`src/rtl/seven_seg_scan_if.sv`:
```
// Display-side bus of the 7-segment scanner: BCD digits and enable in,
// shared active-low segment bus and active-low anodes out.
interface seven_seg_scan_if;
    logic       enable;
    logic [3:0] digit1;
    logic [3:0] digit2;
    logic [3:0] digit3;
    logic [3:0] digit4;
    logic [6:0] segments;
    logic [3:0] anodes;

    modport master (
        output enable, digit1, digit2, digit3, digit4,
        input  segments, anodes
    );

    modport slave (
        input  enable, digit1, digit2, digit3, digit4,
        output segments, anodes
    );
endinterface

```
`src/rtl/seven_seg_scan.sv`:
```
// Four-digit time-multiplexed 7-segment driver with dead-time, leading-zero
// blanking and a once-per-frame snapshot of the BCD inputs.
module seven_seg_scan #(
    parameter int CLOCK_DIVIDER      = 50000,
    parameter int DEAD_CYCLES        = 500,
    parameter bit LEADING_ZERO_BLANK = 1'b1
) (
    input logic             clock,
    input logic             reset,
    seven_seg_scan_if.slave bus
);
    localparam int              PW   = (CLOCK_DIVIDER > 1) ? $clog2(CLOCK_DIVIDER) : 1;
    localparam logic [PW-1:0]   LAST = PW'(CLOCK_DIVIDER - 1);
    localparam logic [PW-1:0]   DEAD = PW'(DEAD_CYCLES);

    logic [PW-1:0] prescaler;
    logic [1:0]    index;
    logic [3:0]    shadow [4];
    logic [3:0]    shown  [4];
    logic          tick;
    logic          blank4, blank3, blank2;
    logic [3:0]    anodes_next, anodes_q;
    logic [6:0]    segments_next, segments_q;

    function automatic logic [6:0] decode(input logic [3:0] d);
        case (d)
            4'h0:    decode = 7'h40;
            4'h1:    decode = 7'h79;
            4'h2:    decode = 7'h24;
            4'h3:    decode = 7'h30;
            4'h4:    decode = 7'h19;
            4'h5:    decode = 7'h12;
            4'h6:    decode = 7'h02;
            4'h7:    decode = 7'h78;
            4'h8:    decode = 7'h00;
            4'h9:    decode = 7'h10;
            4'hF:    decode = 7'h7F;
            default: decode = 7'h3F;
        endcase
    endfunction

    assign tick = (prescaler == LAST);

    // NOTE: sequential state uses non-blocking assignments so every register
    // samples the pre-edge values, independent of statement order.
    always_ff @(posedge clock or posedge reset) begin
        if (reset) begin
            prescaler <= '0;
            index     <= '0;
            // NOTE: shadow is only four nibbles and must read as blank straight
            // out of reset, so unlike a true RAM it is reset explicitly.
            for (int i = 0; i < 4; i++) shadow[i] <= 4'hF;
        end else begin
            prescaler <= tick ? '0 : prescaler + 1'b1;
            if (tick) begin
                index <= index + 2'd1;
                if (index == 2'd3) begin
                    shadow[0] <= bus.digit1;
                    shadow[1] <= bus.digit2;
                    shadow[2] <= bus.digit3;
                    shadow[3] <= bus.digit4;
                end
            end
        end
    end

    // A digit counts as blank for the one below it if it was zero-blanked or is 0xF.
    always_comb begin
        // NOTE: every output of a combinational block gets a default first so
        // no path leaves it unassigned and no latch is inferred.
        shown  = shadow;
        blank4 = LEADING_ZERO_BLANK && (shadow[3] == 4'h0);
        blank3 = LEADING_ZERO_BLANK && (shadow[2] == 4'h0) && (blank4 || shadow[3] == 4'hF);
        blank2 = LEADING_ZERO_BLANK && (shadow[1] == 4'h0) && (blank3 || shadow[2] == 4'hF);
        if (blank4) shown[3] = 4'hF;
        if (blank3) shown[2] = 4'hF;
        if (blank2) shown[1] = 4'hF;
    end

    always_comb begin
        segments_next = decode(shown[index]);
        anodes_next   = 4'hF;
        if (bus.enable && (prescaler >= DEAD))
            anodes_next = ~(4'b0001 << index);
    end

    always_ff @(posedge clock or posedge reset) begin
        if (reset) begin
            anodes_q   <= 4'hF;
            segments_q <= 7'h7F;
        end else begin
            anodes_q   <= anodes_next;
            segments_q <= segments_next;
        end
    end

    assign bus.anodes   = anodes_q;
    assign bus.segments = segments_q;
endmodule

```
`src/flat_wrapper.sv`:
```
// flat-port wrapper written by rule: the top's interface ports become plain ports
module seven_seg_scan_flat 
#(
    parameter int CLOCK_DIVIDER      = 50000,
    parameter int DEAD_CYCLES        = 500,
    parameter bit LEADING_ZERO_BLANK = 1'b1
)
  (clock, reset, bus_enable, bus_digit1, bus_digit2, bus_digit3, bus_digit4, bus_segments, bus_anodes);
  seven_seg_scan_if bus_i ();
  input logic clock;
  input logic reset;
  input wire logic [$bits(bus_i.enable)-1:0] bus_enable;
  input wire logic [$bits(bus_i.digit1)-1:0] bus_digit1;
  input wire logic [$bits(bus_i.digit2)-1:0] bus_digit2;
  input wire logic [$bits(bus_i.digit3)-1:0] bus_digit3;
  input wire logic [$bits(bus_i.digit4)-1:0] bus_digit4;
  output wire logic [$bits(bus_i.segments)-1:0] bus_segments;
  output wire logic [$bits(bus_i.anodes)-1:0] bus_anodes;
  assign bus_i.enable = bus_enable;
  assign bus_i.digit1 = bus_digit1;
  assign bus_i.digit2 = bus_digit2;
  assign bus_i.digit3 = bus_digit3;
  assign bus_i.digit4 = bus_digit4;
  assign bus_segments = bus_i.segments;
  assign bus_anodes = bus_i.anodes;
  seven_seg_scan #(.CLOCK_DIVIDER(CLOCK_DIVIDER), .DEAD_CYCLES(DEAD_CYCLES), .LEADING_ZERO_BLANK(LEADING_ZERO_BLANK)) u_core (.clock(clock), .reset(reset), .bus(bus_i));
endmodule
```
`config.mk`:
```
export PLATFORM = sky130hd
export DESIGN_NAME = seven_seg_scan_flat
export DESIGN_NICKNAME = d
export VERILOG_FILES = /design/src/rtl/seven_seg_scan_if.sv /design/src/rtl/seven_seg_scan.sv /design/src/flat_wrapper.sv
export SDC_FILE = /design/constraint.sdc
export NUM_CORES = 1
export LEC_CHECK = 0
export CAP_MARGIN = 40
export CORE_UTILIZATION = 40
export CTS_CLUSTER_DIAMETER = 50
export DETAILED_ROUTE_END_ITERATION = 8
export PLACE_DENSITY = 0.65
export SYNTH_ARGS = -nofsm -noshare
export SYNTH_HDL_FRONTEND = slang
export SYNTH_SLANG_ARGS = --single-unit
```
`constraint.sdc`:
```
create_clock -name clock -period 2.4 [get_ports clock]
set_input_delay 0.24 -clock clock [delete_from_list [all_inputs] [get_ports clock]]
set_output_delay 0.24 -clock clock [all_outputs]
set_load 0.03 [all_outputs]
```
==> run metrics <==
FF-to-FF setup slack=0.25 ns; Worst Path Max Fanout=8; Seq/Total Area, Yosys=0.5179; # setup viols final=0; clk_skew=0.002678 ns; Syn Inst Count=193; final count of hold timing violations=0; I/O Buffers=29; Max rail drop VDD=290.2 µV; ANT nets after route=0; Core ar.=0.005238 mm²; Worst setup SP type=flip-flop; P_leak=1.194 nW; final wirelength=3805 µm; post-layout util=0.5227; TritonCTS clock tree=done; mapped cell area=0.002240 mm²; drt pass-1 iters=4; violation count after the first detailed-route iteration=84; CTS resizes=0; # IOs=30; critical path class=reg2reg; clock tree root buffer cell=clkbuf_8; syn_area_per_cell=11.60 µm²; outcome=completed; All-Layer GR Usage=0.1430; Die Span Y=76.83 µm; Vias/cell=5.063; drt drc=0; H-tree Lvls=2; placer congestion estimate=0.8317; Place WS=0.2583 ns; clk buf depth=2; nets=257; Starting Density=0.4276; Worst-Skew Late Latency=0.29 ns; Min Hold Slack=0.3834 ns; Synth Warn #=0; GR Overflow Total=0; Data required, critical path=2.62 ns; period utilization=0.8960; Worst setup EP type=flip-flop; Max Freq=465.0 MHz; worst hold path type=in2async; setup ws final=0.2497 ns; RSZ-0062 raised after global routing=false; Post-Syn Nets=219; initial antenna violation count=0; Area growth syn-to-layout=22.23%; Final Max Tran Viols=0; Avg WL per Cell=12.60 µm; clock transition at the registers of the reported paths=0.08 ns; Vias=1529; CP arrival=2.37 ns; Post-synth EDFFs=0; antenna cells=0; Post-synth top flop=dfstp_2; Synth Register Bits=45; Inserted Clock Buffers=5; die area=0.005902 mm²; Final HPWL DP=2689 µm; Post-CTS Hold Fix Bufs=0; post-synth cell types=45; post-route minimum period=2.150 ns; first-pass GRT wire length=6693 µm; largest net degree at the start of global routing=46; Post-Route Setup TNS=0 ns; layout cells sized above 1=0.2759; FP Rows=26; worst slew pin tran=0.5557 ns; Post-synth ARST share=1.000; Cell Pwr Density=535.6 mW/mm²; Rel. slew slack=0.6295; CTS sink count=45; vias in the first global route=1390; Die Wd=76.83 µm; Max Cap Viol=0; Setup Fix Bufs, Post-CTS=0
[cells in the mapped netlist, drive strengths merged (3+ instances only)]
cell   instances  area (µm²)
xnor2          7       61.31
inv           11       41.29
nor2          15       56.30
o21ai          4       20.01
and3           5       31.28
dfstp         27       709.4
nand3          6       30.03
xor2           8       70.07
nand2         21       86.33
nor4           4       31.28
or3            3       18.77
nor3           7       46.30
dfrtp         18       450.4
mux2          16       217.7
ha             7       87.58
a21oi          3       15.01
[worst paths after layout]
path,cells past startpoint,start,end
hold / removal,3,reset,u_core.prescaler[14]
hold reg to reg,1,u_core.prescaler[0],u_core.prescaler[0]
max in group asynchronous,3,reset,u_core.shadow[2]
setup reg to reg,9,u_core.shadow[3],u_core.bus.segments[3]
min in group clock,1,u_core.prescaler[0],u_core.prescaler[0]
setup / recovery,9,u_core.shadow[3],u_core.bus.segments[3]
[worst max-delay path: stages, from the launching register on]
cell     delay (ns)
dfstp_2        0.59
nor4_1         0.07
o21ai_1        0.11
buf_4          0.16
a41oi_1        0.11
a31oi_1        0.30
inv_1          0.10
ha_1           0.31
nor2_1         0.05
a211o_1        0.28
[cell type report]
class	instances	area (µm²)
Clock buffer	7	96.34
Fill cell	478	2500
Sequential cell	45	1160
Multi-Input combinational cell	134	1020
Tap cell	70	87.58
Inverter	11	41.29
Timing Repair Buffer	34	327.8
Clock inverter	1	5.005
[state kept, by name (all words and copies together), names as in the netlist]
name                 flops
u_core.bus.segments      7
u_core.prescaler        16
u_core.index             2
u_core.bus.anodes        4
u_core.shadow           16
[per-layer routing]
| layer | vias to the layer above | part of all wire | track usage |
|---|---|---|---|
| met1 | 726 | 0.52 | 0.2105 |
| met2 | 40 | 0.42 | 0.1991 |
| met4 | 0 | 0.019 | 0.06923 |
| li1 | 758 | - | - |
| met5 | - | 0 | 0 |
| met3 | 5 | 0.042 | 0.02738 |
[cells in the final DEF, fill, tap and decap left out, drive strengths merged, types with 2 or more instances in the layout]
cell type and instances:
nor4 4, and4 2, dfrtp 18, a21oi 3, nand3 6, nor2 15
dfstp 27, and2 2, and3 5, o21ai 4, mux2 16, ha 7
o221a 2, nor3 7, xor2 8, inv 11, nand2 21, clkdlybuf4s50 29
or3 3, xnor2 7, clkbuf 7, nand4b 2, a41oi 2, buf 5
o221ai 2, or4 2, a32oi 2
[stage by stage]
| stage | instances | power (mW) | instance area (µm²) |
|---|---|---|---|
| after global routing | 302 | 1.528 | 2738 |
| after floorplan | 193 | 0.9100 | 2240 |
| final | 302 | 1.466 | 2738 |
| after detailed placement | 294 | 0.9759 | 2636 |
| after global placement | 294 | 0.9740 | 2636 |
| after CTS | 302 | 1.489 | 2738 |
[report_power, final]
group          internal [mW]  total (mW)  leakage [nW]  switching, mW
combinational         0.0769       0.142         0.619         0.0656
clock                  0.260       0.505        0.0542          0.244
sequential             0.800       0.819         0.521         0.0185
[cells by family after synthesis]
kind of cell               Yosys count  synth area share
muxes                               16           0.09720
adders and majority gates            7           0.03910
AOI/OAI and AO/OA                   24           0.08828
buffers and inverters               14           0.02682
and+or+nand+nor                     72            0.1721
DFF                                 45            0.5179
xor gates and xnor gates            15           0.05866
Note: power is estimated with default switching activity, not from simulation.
